==> src/rtl/prince_nf_round_ctrl_pkg.sv <==
// prince_nf_pkg: shared states, linear-layer codes and layer decode for the PRINCE NullFresh controller (PRINCE_NF_CTRL_ZEROIZE_EN adds ZERO)
package prince_nf_pkg;
  localparam int NUM_LAYERS = 12;
  localparam int MID_FWD_LAYER = 5;
  localparam int MID_INV_LAYER = 6;
  localparam logic [1:0] LIN_M = 2'd0;
  localparam logic [1:0] LIN_MP = 2'd1;
  localparam logic [1:0] LIN_MINV = 2'd2;
  localparam logic [1:0] LIN_BYP = 2'd3;
  typedef enum logic [2:0] {
    IDLE,
    LOAD,
    SBOX,
    FINAL
`ifdef PRINCE_NF_CTRL_ZEROIZE_EN
    , ZERO
`endif
  } state_t;
  function automatic logic [1:0] lin_of(input logic [3:0] layer);
    return layer < 4'(MID_FWD_LAYER) ? LIN_M :
           layer == 4'(MID_FWD_LAYER) ? LIN_MP :
           layer == 4'(MID_INV_LAYER) ? LIN_BYP : LIN_MINV;
  endfunction
  // the last layer shares RC 11 with the output whitening
  function automatic logic [3:0] rc_of(input logic [3:0] layer);
    return layer == 4'(NUM_LAYERS - 1) ? layer : layer + 4'd1;
  endfunction
endpackage

==> src/rtl/prince_nf_round_ctrl_if.sv <==
// prince_nf_round_ctrl_if: start/busy/done handshake and datapath strobes of the round controller
interface prince_nf_round_ctrl_if #(parameter int S_STAGES = 4);
  logic start;
  logic busy;
  logic done;
  logic load_en;
  logic [S_STAGES-1:0] stage_en;
  logic state_en;
  logic [1:0] lin_sel;
  logic [3:0] rc_idx;
  logic clr_state;
  modport master (output start, input busy, done, load_en, stage_en, state_en, lin_sel, rc_idx, clr_state);
  modport slave (input start, output busy, done, load_en, stage_en, state_en, lin_sel, rc_idx, clr_state);
endinterface

==> src/rtl/prince_nf_round_ctrl_stage_seq.sv <==
// prince_nf_stage_seq: per-layer S-box stage counter with one-hot enables and last-stage pulse
module prince_nf_stage_seq #(parameter int S_STAGES = 4) (
  input  logic clk,
  input  logic rst,
  input  logic clr,
  input  logic en,
  output logic [S_STAGES-1:0] stage_en,
  output logic last_stage
);
  localparam int SW = S_STAGES > 1 ? $clog2(S_STAGES) : 1;
  logic [SW-1:0] stage;
  assign last_stage = en && stage == SW'(S_STAGES - 1);
  assign stage_en = en ? S_STAGES'(1) << stage : '0;
  always_ff @(posedge clk or posedge rst)
    if (rst) stage <= '0;
    else if (clr) stage <= '0;
    else if (en) stage <= last_stage ? '0 : stage + 1'b1;
endmodule

==> src/rtl/prince_nf_round_ctrl.sv <==
// prince_nf_round_ctrl: PRINCE NullFresh round/stage sequencer; PRINCE_NF_CTRL_ZEROIZE_EN adds a share-clearing ZERO cycle
module prince_nf_round_ctrl #(parameter int S_STAGES = 4) (
  input logic clk,
  input logic rst,
  prince_nf_round_ctrl_if.slave bus
);
  import prince_nf_pkg::*;
`ifdef PRINCE_NF_CTRL_ZEROIZE_EN
  localparam state_t LAST = ZERO;
`else
  localparam state_t LAST = FINAL;
`endif
  state_t state, next;
  logic [3:0] layer;
  logic last_stage, in_sbox, done_q;
  logic [S_STAGES-1:0] stage_en;
  assign in_sbox = state == SBOX;
  prince_nf_stage_seq #(.S_STAGES(S_STAGES)) u_seq (
    .clk(clk),
    .rst(rst),
    .clr(state == LOAD),
    .en(in_sbox),
    .stage_en(stage_en),
    .last_stage(last_stage)
  );
  always_ff @(posedge clk or posedge rst)
    if (rst) begin
      state <= IDLE;
      layer <= '0;
      done_q <= 1'b0;
    end else begin
      state <= next;
      done_q <= state == LAST;
      layer <= state == LOAD ? '0 :
               (in_sbox && last_stage && layer != 4'(NUM_LAYERS - 1)) ? layer + 4'd1 : layer;
    end
  always_comb begin
    next = state;
    case (state)
      IDLE: next = bus.start ? LOAD : IDLE;
      LOAD: next = SBOX;
      SBOX: next = (last_stage && layer == 4'(NUM_LAYERS - 1)) ? FINAL : SBOX;
`ifdef PRINCE_NF_CTRL_ZEROIZE_EN
      FINAL: next = ZERO;
`endif
      default: next = IDLE;
    endcase
  end
  assign bus.busy = state != IDLE;
  assign bus.done = done_q;
  assign bus.load_en = state == LOAD;
  assign bus.stage_en = stage_en;
  assign bus.state_en = (in_sbox && last_stage) || state == FINAL;
  assign bus.lin_sel = in_sbox ? lin_of(layer) : state == FINAL ? LIN_BYP : LIN_M;
  assign bus.rc_idx = in_sbox ? rc_of(layer) : state == FINAL ? 4'(NUM_LAYERS - 1) : 4'd0;
`ifdef PRINCE_NF_CTRL_ZEROIZE_EN
  assign bus.clr_state = state == ZERO;
`else
  assign bus.clr_state = 1'b0;
`endif
endmodule

==> src/flat_wrapper.sv <==
// flat-port wrapper written by rule: the top's interface ports become plain ports
module prince_nf_round_ctrl_flat import prince_nf_pkg::*;
#(parameter int S_STAGES = 4)
  (clk, rst, bus_start, bus_busy, bus_done, bus_load_en, bus_stage_en, bus_state_en, bus_lin_sel, bus_rc_idx, bus_clr_state);
  prince_nf_round_ctrl_if #(.S_STAGES(S_STAGES)) bus_i ();
  input logic clk;
  input logic rst;
  input wire logic [$bits(bus_i.start)-1:0] bus_start;
  output wire logic [$bits(bus_i.busy)-1:0] bus_busy;
  output wire logic [$bits(bus_i.done)-1:0] bus_done;
  output wire logic [$bits(bus_i.load_en)-1:0] bus_load_en;
  output wire logic [$bits(bus_i.stage_en)-1:0] bus_stage_en;
  output wire logic [$bits(bus_i.state_en)-1:0] bus_state_en;
  output wire logic [$bits(bus_i.lin_sel)-1:0] bus_lin_sel;
  output wire logic [$bits(bus_i.rc_idx)-1:0] bus_rc_idx;
  output wire logic [$bits(bus_i.clr_state)-1:0] bus_clr_state;
  assign bus_i.start = bus_start;
  assign bus_busy = bus_i.busy;
  assign bus_done = bus_i.done;
  assign bus_load_en = bus_i.load_en;
  assign bus_stage_en = bus_i.stage_en;
  assign bus_state_en = bus_i.state_en;
  assign bus_lin_sel = bus_i.lin_sel;
  assign bus_rc_idx = bus_i.rc_idx;
  assign bus_clr_state = bus_i.clr_state;
  prince_nf_round_ctrl #(.S_STAGES(S_STAGES)) u_core (.clk(clk), .rst(rst), .bus(bus_i));
endmodule
==> config.mk <==
export PLATFORM = sky130hd
export DESIGN_NAME = prince_nf_round_ctrl_flat
export DESIGN_NICKNAME = d
export VERILOG_FILES = /design/src/rtl/prince_nf_round_ctrl_pkg.sv /design/src/rtl/prince_nf_round_ctrl_if.sv /design/src/rtl/prince_nf_round_ctrl_stage_seq.sv /design/src/rtl/prince_nf_round_ctrl.sv /design/src/flat_wrapper.sv
export SDC_FILE = /design/constraint.sdc
export NUM_CORES = 1
export LEC_CHECK = 0
export BUFFER_PORTS_ARGS = -buffer_cell sky130_fd_sc_hd__buf_2
export CAP_MARGIN = 20
export CORE_MARGIN = 3
export CORE_UTILIZATION = 47
export DETAILED_ROUTE_END_ITERATION = 10
export GPL_ROUTABILITY_DRIVEN = 0
export PLACE_DENSITY = 0.72
export SLEW_MARGIN = 10
export SYNTH_ARGS = -nofsm -noshare
export SYNTH_HDL_FRONTEND = slang
export SYNTH_SLANG_ARGS = --single-unit
export TNS_END_PERCENT = 10
==> constraint.sdc <==
create_clock -name clk -period 2 [get_ports clk]
set_input_delay 0.3 -clock clk [delete_from_list [all_inputs] [get_ports clk]]
set_output_delay 0.3 -clock clk [all_outputs]
set_load 0.02 [all_outputs]
# Yosys cells after proc, flatten, opt, wreduce, memory -nomap -nowiden
# Cells that the tools add are included.
# classes
add_sub_neg	2
magnitude_cmp	1
eq_ne	8
n_shift	1
mux	17
reduce_logical	9
# ops
operator	n
4-bit 2-to-1 mux	6
2-bit 2-to-1 mux	7
3-bit one-hot mux with 3 select lines	1
4-bit by 3-bit == test with 1-bit output, second input constant	2
3-bit by 2-bit == test with 1-bit output, second input constant	2
4-bit by 1-bit adder with 4-bit output, second input constant	1
4-bit == test, second input constant	1
1-bit logical AND	4
4-bit by 3-bit less-than comparator with 1-bit output, second input constant	1
4-bit inequality test, second input constant	1
2-bit nonzero test	2
1-bit by 2-bit left shift with 4-bit output, first input constant	1
3-bit by 1-bit == test with 1-bit output, second input constant	1
3-bit zero test	1
1-bit 2-to-1 mux	3
3-bit nonzero test	1
2-bit by 1-bit adder with 2-bit output, second input constant	1
2-bit == test, second input constant	1
1-bit logical OR	1
# word_totals
regBits	10
in_bits	3
output_inout_bits	15
elab_cells	42

# Depth between registers and ports, before layout
# Gate-level depths: netlist of the first run.
# logic_depth
depth_word	6
depth_mapped	6
mapped_depth_nobuf	6

# Hierarchy
# From an unflattened synthesis of the first run, not the netlist that was laid out.
# unflattened
cells_unflattened	80
area_unflattened_um2	740.7
# by_module_without_submodules
module	instances	cells_each	area_per_inst_um2	seq_area_each_um2
prince_nf_round_ctrl	1	62	560.5	175.2
prince_nf_stage_seq	1	18	180.2	50.0

# Worst setup path after synthesis of the first run
# Ideal clock, no wire load.
# synth_timing
path_type	register to output
start	register u_core.state[0]
end	output port bus_rc_idx[1]
arrival_time_ns	1.637
required_time_ns	1.700
path_slack_ns	0.063
path_stages_with_launch	6
n_path_buf	1
cell_sequence	dfrtp_1 -> inv_1 -> ha_1 -> clkbuf_1 -> nor2_1 -> a311oi_1
# synth_via
elab_chain_cells	3
word_cells_on_any_way	4
cone_classes	eq/ne: 2; mux: 2
# synth_lines
element	line_no	source
start, declared	prince_nf_round_ctrl.sv:13	state_t state, next;
start signal, assigned	prince_nf_round_ctrl.sv:32	state <= next;
3-bit by 2-bit == test with 1-bit output	prince_nf_round_ctrl.sv:55	assign bus.rc_idx = in_sbox ? rc_of(layer) : state == FINAL ? 4'(NUM_LAYERS - 1) : 4'd0;
4-bit 2-to-1 mux	prince_nf_round_ctrl.sv:55	
4-bit 2-to-1 mux *	prince_nf_round_ctrl.sv:55	
end, declared	flat_wrapper.sv:15	output wire logic [$bits(bus_i.rc_idx)-1:0] bus_rc_idx;
# Every way passes the cells marked *; elsewhere a longest branch is shown, timed or not.

# Worst setup path in the final report of the first run
# layout_timing
start	register u_core.layer[0]
end	output port bus_lin_sel[1]
# layout_via
elab_chain_cells	4
word_cells_on_any_way	5
cone_classes	order compare: 1; eq/ne: 1; mux: 3
# layout_lines
element	line_no	source
start, declared	prince_nf_round_ctrl.sv:14	logic [3:0] layer;
start signal, assigned	prince_nf_round_ctrl.sv:34	layer <= state == LOAD ? '0 :
branches (longest 2 deep; another with 4-bit by 3-bit less-than comparator with 1-bit output)	n/a	
2-bit 2-to-1 mux *	prince_nf_round_ctrl_pkg.sv:20	return layer < 4'(MID_FWD_LAYER) ? LIN_M :
2-bit 2-to-1 mux *	prince_nf_round_ctrl.sv:54	assign bus.lin_sel = in_sbox ? lin_of(layer) : state == FINAL ? LIN_BYP : LIN_M;
end, declared	flat_wrapper.sv:14	output wire logic [$bits(bus_i.lin_sel)-1:0] bus_lin_sel;
# Every way passes the cells marked *.

==> impl_metrics.toml, run 1 <==
[outcome]
outcome = "finished clean"

[floorplanning]
dieArea_sq_um = 2005
coreArea_sq_um = 1350
die_width_microns = 44.78
start_util = 0.5236
dieHeight_microns = 44.78
io_pins = 18
num_rows = 13

[cts]
cts-root-buf = "clkbuf_4"
cts_tree = "built"
cts_made_buffers = 3
path_clk_slew_ns = 0.06
clk_path_buf_depth = 2
cts.sinks = 9
htreeDepth = 1
clk_latency_ns = 0.26

[global_routing]
grt_pass1_vias = 532
grt_max_degree = 10
grt_usage = 0.1606
antenna_found_initial = 0
grt_pass1_wl_microns = 2352
grt-ovfl-total = 0

[setup_path]
end_kind = "output pin"
critPathKind = "reg -> out"
crit_buf_inv = 2
slowest_delay_ns = 0.44
critPathSlowestCell = "dfrtp_2"
critical_path_required_ns = 1.70
critPathLaunchType = "flip-flop"
crit_arrival_ns = 1.66
critPathMaxFanout = 4
crit_family = "flip-flops"
path_cells = "inv_4 > ha_4 > or3b_1 > a31oi_1 > buf_2"

[timing]
post-route-min-period_ns = 1.960
holdWs_ns = 0.3319
tns_ns = 0
setup_viol_count_final = 0
rsz0062_at_grt = "yes"
skew_ns = 0.0007337
fmax_ghz = 0.5102
finalCritPeriodShare = 0.9800
final-hold-violation-count = 0
final-max-slew-violation-count = 0

[route]
wl_microns = 1489
drt-vias-per-instance = 5.261
dr.pass1.iters = 4
drc_errors = 0
wl_per_cell_microns = 12.95
ant_nets = 0
vias = 605
drt_iter0_drc = 6

[synthesis]
yosys_register_bits = 9
synthCells = 77
netlist_area_sq_um = 706.9
synth_nets = 93
avgSynthCellArea_sq_um = 9.181
synth_cell_types = 27
ys_seq_area_frac = 0.3186
yosys_warnings = 0

[cells_and_area]
layout-drive-gt1-share = 0.3700
area_delta_synth_final_pct = 31.86
final_cell_mix = "buf_2 (15), ha_1 (10), o21ai_0 (7), inv_1 (7), dfrtp_1 (7)"
nets = 117
antenna_cells = 0
final_common_cell = "buf_2"
final_cells = 115
fillers = 114

[place]
dp_hpwl_microns = 1093
port_buffers = 16
place_inst = 106

[power]
power.total_mw = 1.287
p_leak_nw = 0.4647
peakVddDrop_uv = 712.5
powerDensity_nw_per_um2 = 1380

[hold_path]
min_path_type = "in -> reg"

[job]
maxCapViolCount = 0
## state kept, by name (all words and copies together) (netlist names)
register / count
u_core.layer: 4
u_core.state: 2
u_core.u_seq.stage: 2
u_core.bus.done: 1
## worst min-delay path, cell delays in order
cell and delay (ns):
buf_2 0.07, a22oi_1 0.07, nor2_1 0.10
## power breakdown
group / internal, mW / switching [mW] / total [mW]
Clock: 0.0769 / 0.0641 / 0.141
Sequential: 0.243 / 0.0688 / 0.312
Combinational: 0.349 / 0.485 / 0.834
Total: 0.669 / 0.618 / 1.29
## timing repair
| action | in CTS | in global routing |
|---|---|---|
| buffers inserted | 1 | 3 |
| hold buffers | 1 | 0 |
| endpoints found under the hold margin | 9 | 0 |
| gates resized for setup | 5 | 14 |
| setup endpoints to repair | 4 | 4 |
| pin swaps | 0 | 1 |
## stage by stage
step	cell area, sq um	setup slack [ns]	utilization
global placement	790.8	0.2207	0.5857
global route	932.1	-0.04609	0.6905
finish	932.1	0.04007	0.6905
detailed placement	790.8	0.1791	0.5857
floorplan	706.9	0.06316	-
CTS	850.8	-0.009215	0.6302
## routing by layer
layer  up-vias  wire [microns]  GRT usage
li1        305               -          -
met1       280             645     0.1891
met2        15             750     0.2779
met3         5              62    0.02390
met4         0              31    0.08772
met5         -               0          0
## final cells by class
type                            count  area [sq um]  share of cell area
Multi-Input combinational cell     54         483.0              0.5181
Timing Repair Buffer               22         130.1              0.1396
Clock buffer                        4         26.28             0.02819
Tap cell                           15         18.77             0.02013
Inverter                           11         46.29             0.04966
Sequential cell                     9         227.7              0.2443
## synth_stat cells
cell type	n	area share
ha_1	13	0.23
inv_1	10	0.053
dfrtp_1	9	0.32
o21ai_0	7	0.050
a21oi_1	4	0.028
and2_1	3	0.027
nor2_1	3	0.016
a311oi_1	2	0.025
a31oi_1	2	0.018
nand2_1	2	0.011
nand3_1	2	0.014
nand3b_1	2	0.021
nor3b_1	2	0.021
or3_1	2	0.018
xnor2_1	2	0.025
a22oi_1	1	0.011
and3b_1	1	0.012
buf_4	1	0.011
buf_6	1	0.016
clkbuf_1	1	0.0053
conb_1	1	0.0053
inv_2	1	0.0053
mux2i_1	1	0.014
nor2b_1	1	0.0089
nor4bb_1	1	0.014
o21a_1	1	0.011
or3b_1	1	0.012
## worst paths after layout
kind | startpoint | to | depth (start not counted) | slack, ns
max | u_core.layer[0] | bus_lin_sel[1] | 5 | 0.04
min | bus_start | u_core.state[0] | 3 | 0.33
max reg2reg | u_core.layer[1] | u_core.layer[0] | 5 | 0.40
min reg2reg | u_core.u_seq.stage[1] | u_core.u_seq.stage[1] | 2 | 0.62
max in group asynchronous | rst | u_core.layer[0] | 3 | 1.18
min in group asynchronous | rst | u_core.state[0] | 3 | 0.54
## kinds of logic after synthesis
| kind of cell | Yosys count | share of synthesized area |
|---|---|---|
| mux | 1 | 0.01416 |
| simple gates | 20 | 0.1752 |
| fa+ha+maj | 13 | 0.2301 |
| buf+inv | 14 | 0.09026 |
| compound gates | 17 | 0.1416 |
| flops | 9 | 0.3186 |
| xor+xnor | 2 | 0.02478 |
| other cells | 1 | 0.005305 |
No activity file was read; power rests on OpenSTA's default activity.
==> run 2: changes to the inputs <==
clock period = 2.3 ns   (was 2 ns; I/O delays follow)
==> run 2 against run 1 <==
Power is 23% lower. Largest cell class unchanged. Worst setup slack better by 0.15 ns. Critical path type unchanged. Sequential cell count stayed put.
==> impl_metrics.toml, run 2 (synthesis results as in run 1) <==
[outcome]
outcome = "finished clean"

[floorplanning]
io_pins = 18
num_rows = 13
dieHeight_microns = 44.78
coreArea_sq_um = 1350
start_util = 0.5236
dieArea_sq_um = 2005
die_width_microns = 44.78

[setup_path]
critPathMaxFanout = 8
critical_path_required_ns = 1.96
rrSetupSlack_ns = 0.65
cp-endpoint = "bus_rc_idx[1]"
crit-reg2reg-launch = "u_core.state[0]"
r2r_cells = 5
end_kind = "output pin"
cp-startpoint = "u_core.layer[0]"
critPathKind = "reg -> out"
rr_endpoint = "u_core.layer[3]"
crit_arrival_ns = 1.76
critPathLaunchType = "flip-flop"

[route]
drt-vias-per-instance = 5.404
wl_microns = 1314
drc_errors = 0
ant_nets = 0
dr.pass1.iters = 4
drt_iter0_drc = 6
vias = 589
wl_per_cell_microns = 12.06

[place]
dp_hpwl_microns = 1004
port_buffers = 16

[power]
peakVddDrop_uv = 611.5
powerDensity_nw_per_um2 = 1220
p_leak_nw = 0.4298

[cells_and_area]
fillers = 119
top_register = "u_core.layer"
multi_input_area_sq_um = 420.4
antenna_cells = 0
largest_reg_flops = 4
seqCellArea_sq_um = 225.2
top_regs = "u_core.layer (4), u_core.state (2), u_core.u_seq.stage (2)"
final_cell_mix = "buf_2 (16), ha_1 (12), inv_1 (10)"
final_common_cell = "buf_2"
nets = 111
layout-drive-gt1-share = 0.2234
area_delta_synth_final_pct = 14.87

[cts]
cts-root-buf = "clkbuf_4"
cts_made_buffers = 3
cts_setup_buffers = 0
clk_latency_ns = 0.26
path_clk_slew_ns = 0.06
cts_tree = "built"
cts.sinks = 9
htreeDepth = 1
clk_path_buf_depth = 2

[global_routing]
antenna_found_initial = 0
grt_pass1_wl_microns = 2283
grt_pass1_vias = 499
grt_usage = 0.1558
grt-ovfl-total = 0
grt_max_degree = 14

[timing]
finalCritPeriodShare = 0.9162
final-max-slew-violation-count = 0
fmax_ghz = 0.4745
tns_ns = 0
skew_ns = 0.003983
post-route-min-period_ns = 2.107
holdWs_ns = 0.03699
final-hold-violation-count = 0
setup_viol_count_final = 0
rsz0062_at_grt = "no"

[hold_path]
min_path_type = "in -> async"

[job]
maxCapViolCount = 0
[run 2: metal layers]
layer	vias up	track usage	wire length [microns]
met5	-	0	0
met4	0	0.08772	25
met3	2	0.02390	61
met2	16	0.2636	630
met1	278	0.1870	596
li1	293	-	-
[run 2: worst max-delay path: stages (launching register included)]
cell and delay (ns):
dfrtp_1 0.43, ha_1 0.26, and3b_1 0.33, nor3b_1 0.09, a311oi_1 0.20, buf_2 0.20
[run 2: final cells by class]
class	instances	area share
inverter	11	0.05085
tap	15	0.02311
timing repair buffer	16	0.09861
clock buffer	4	0.03236
sequential	9	0.2773
multi-input combinational	54	0.5177
[run 2: how the worst min path moves through the flow]
stage                     startpoint               endpoint  slack [ns]  cells past startpoint
final                            rst  u_core.u_seq.stage[0]        0.04                      2
after global routing             rst  u_core.u_seq.stage[0]        0.05                      2
after CTS                        rst  u_core.u_seq.stage[0]        0.04                      2
after detailed placement         rst        u_core.state[0]        0.33                      2
after global placement           rst        u_core.state[0]        0.33                      2
after floorplan                  rst        u_core.bus.done        0.17                      1
[run 2: through the flow]
stage | worst slack, ns | util | cell area [sq um] | cells | total power [mW]
detailed placement | 0.3839 | 0.5802 | 783.3 | 105 | 0.8708
finish | 0.1927 | 0.6015 | 812.0 | 109 | 0.9907
global placement | 0.4490 | 0.5802 | 783.3 | 105 | 0.8546
floorplan | 0.3182 | - | 706.9 | 77 | 0.6954
global route | 0.01746 | 0.6015 | 812.0 | 109 | 1.093
CTS | 0.09928 | 0.5996 | 809.5 | 109 | 1.003
[run 2: where the power goes]
group	switching, mW	total, mW	internal [mW]
Clock	0.0566	0.124	0.0669
Sequential	0.0498	0.259	0.209
Combinational	0.384	0.608	0.224
[run 2: what timing repair did]
item	4_1_cts	5_1_grt
hold buffers	0	0
gates resized for setup	0	1
setup endpoints to repair	0	2
==> run 3: changes to the inputs <==
PLACE_DENSITY = 0.7   (was 0.72)
==> run 3 against run 2 <==
Sequential share of layout area is essentially flat. Clock skew rose by 0.0052 ns. Register-to-register slack worse by 0.02 ns. Design area rose by 0.15%. First-iteration DRC count shrank 33%. Sequential cell count is the same. Die area stayed put. Sequential power hardly changed. Via count down 5.4%. Hold slack worse by 0.0047 ns. Global-route usage is 1.8 points higher. Final cell count stayed put. Critical path type unchanged. Largest cell class unchanged.
==> impl_metrics.toml, run 3 (synthesis results as in run 1) <==
[cts]
clk_path_buf_depth = 2
cts_tree = "built"
cts_setup_buffers = 0
hold_buffers = 0
cts.sinks = 9
htreeDepth = 1
clk_latency_ns = 0.27
ctsResizeCount = 0
cts-root-buf = "clkbuf_4"
path_clk_slew_ns = 0.07
cts_made_buffers = 3

[global_routing]
grt_pass1_vias = 533
grt_usage = 0.1734
grt_pass1_wl_microns = 2470
antenna_found_initial = 0
grt_max_degree = 14
grt-ovfl-total = 0

[route]
vias = 557
wl_per_cell_microns = 13.30
drt-vias-per-instance = 5.110
ant_nets = 0
dr.pass1.iters = 4
drc_errors = 0
wl_microns = 1450
drt_iter0_drc = 4

[floorplanning]
io_pins = 18
num_rows = 13
dieHeight_microns = 44.78
start_util = 0.5236
coreArea_sq_um = 1350
dieArea_sq_um = 2005
die_width_microns = 44.78

[setup_path]
rrSetupSlack_ns = 0.63
crit-reg2reg-launch = "u_core.state[0]"
slowest_delay_ns = 0.44
crit_arrival_ns = 1.74
path_cells = "inv_1 > ha_1 > or3b_1 > a31oi_1 > buf_2"
critPathKind = "reg -> out"
rr_endpoint = "u_core.layer[2]"
critPathLaunchType = "flip-flop"
r2r_cells = 6
critPathSlowestCell = "dfrtp_1"
end_kind = "output pin"
critPathMaxFanout = 6
critical_path_required_ns = 1.96

[cells_and_area]
area_delta_synth_final_pct = 15.04
final_cell_mix = "buf_2 (16), ha_1 (12), inv_1 (10)"
final_cells = 109
multi_input_area_sq_um = 421.7
top_register = "u_core.layer"
top_regs = "u_core.layer (4), u_core.state (2), u_core.u_seq.stage (2)"
largest_reg_flops = 4
final_common_cell = "buf_2"
fin_area_sq_um = 813.3
seqCellArea_sq_um = 225.2
layout-drive-gt1-share = 0.2340
fillers = 126
antenna_cells = 0
nets = 111

[timing]
final-max-slew-violation-count = 0
holdWs_ns = 0.03225
tns_ns = 0
fmax_ghz = 0.4801
skew_ns = 0.009155
finalCritPeriodShare = 0.9056
rsz0062_at_grt = "no"
setup_viol_count_final = 0
final-hold-violation-count = 0
post-route-min-period_ns = 2.083

[place]
place_inst = 105
port_buffers = 16
dp_hpwl_microns = 1066
placed_area_sq_um = 783.3

[power]
peakVddDrop_uv = 604.3
p_leak_nw = 0.4292
powerDensity_nw_per_um2 = 1230

[outcome]
outcome = "finished clean"

[job]
maxCapViolCount = 0

[hold_path]
min_path_type = "in -> async"
==> run 3: cell counts in the layout (fill, tap and decap cells not counted) <==
Identical to the previous run, type by type.
==> run 3: worst max-delay path, delay by kind of cell, from the launching register on <==
kind	cells	cell delay (ns)
and+or+nand+nor	1	0.37
buffers and inverters	2	0.29
AOI/OAI and AO/OA	1	0.16
adders and majority gates	1	0.22
DFF	1	0.44
==> run 3: worst max-delay path by stage <==
stage	start	endpoint	slack, ns	cells past startpoint
6_report	u_core.layer[0]	bus_lin_sel[1]	0.22	5
5_1_grt	u_core.state[0]	bus_lin_sel[0]	0.05	6
4_1_cts	u_core.state[0]	bus_lin_sel[0]	0.09	6
3_5_place_dp	u_core.state[0]	bus_lin_sel[0]	0.39	6
3_3_place_gp	u_core.state[0]	bus_lin_sel[0]	0.44	6
2_1_floorplan	u_core.state[0]	bus_rc_idx[1]	0.32	5
==> run 3: area by class of cell <==
type / instances / area share
Multi-Input combinational cell: 54 / 0.5185
Sequential cell: 9 / 0.2769
Timing Repair Buffer: 16 / 0.09846
Inverter: 11 / 0.05077
Clock buffer: 4 / 0.03231
Tap cell: 15 / 0.02308
==> run 3: through the flow <==
| stage | worst slack, ns | util | total power, mW |
|---|---|---|---|
| 4_1_cts | 0.08954 | 0.5996 | 1.005 |
| 5_1_grt | 0.04736 | 0.6024 | 1.096 |
| 3_3_place_gp | 0.4421 | 0.5802 | 0.8595 |
| 3_5_place_dp | 0.3853 | 0.5802 | 0.8720 |
| 2_1_floorplan | 0.3182 | - | 0.6954 |
| 6_report | 0.2170 | 0.6024 | 1.001 |
==> run 3: where the power goes <==
part | switching (mW) | internal, mW
combinational | 0.388 | 0.223
sequential | 0.0517 | 0.209
clock | 0.0614 | 0.0670
total | 0.502 | 0.499
==> run 3: routing by layer <==
metal | share of wire | vias to the layer above | global-route usage | routed length, microns
met1 | 0.50 | 248 | 0.2272 | 732
li1 | - | 292 | - | -
met4 | 0.020 | 0 | 0.1053 | 29
met2 | 0.43 | 13 | 0.2607 | 625
met3 | 0.043 | 4 | 0.03586 | 63
met5 | 0 | - | 0 | 0
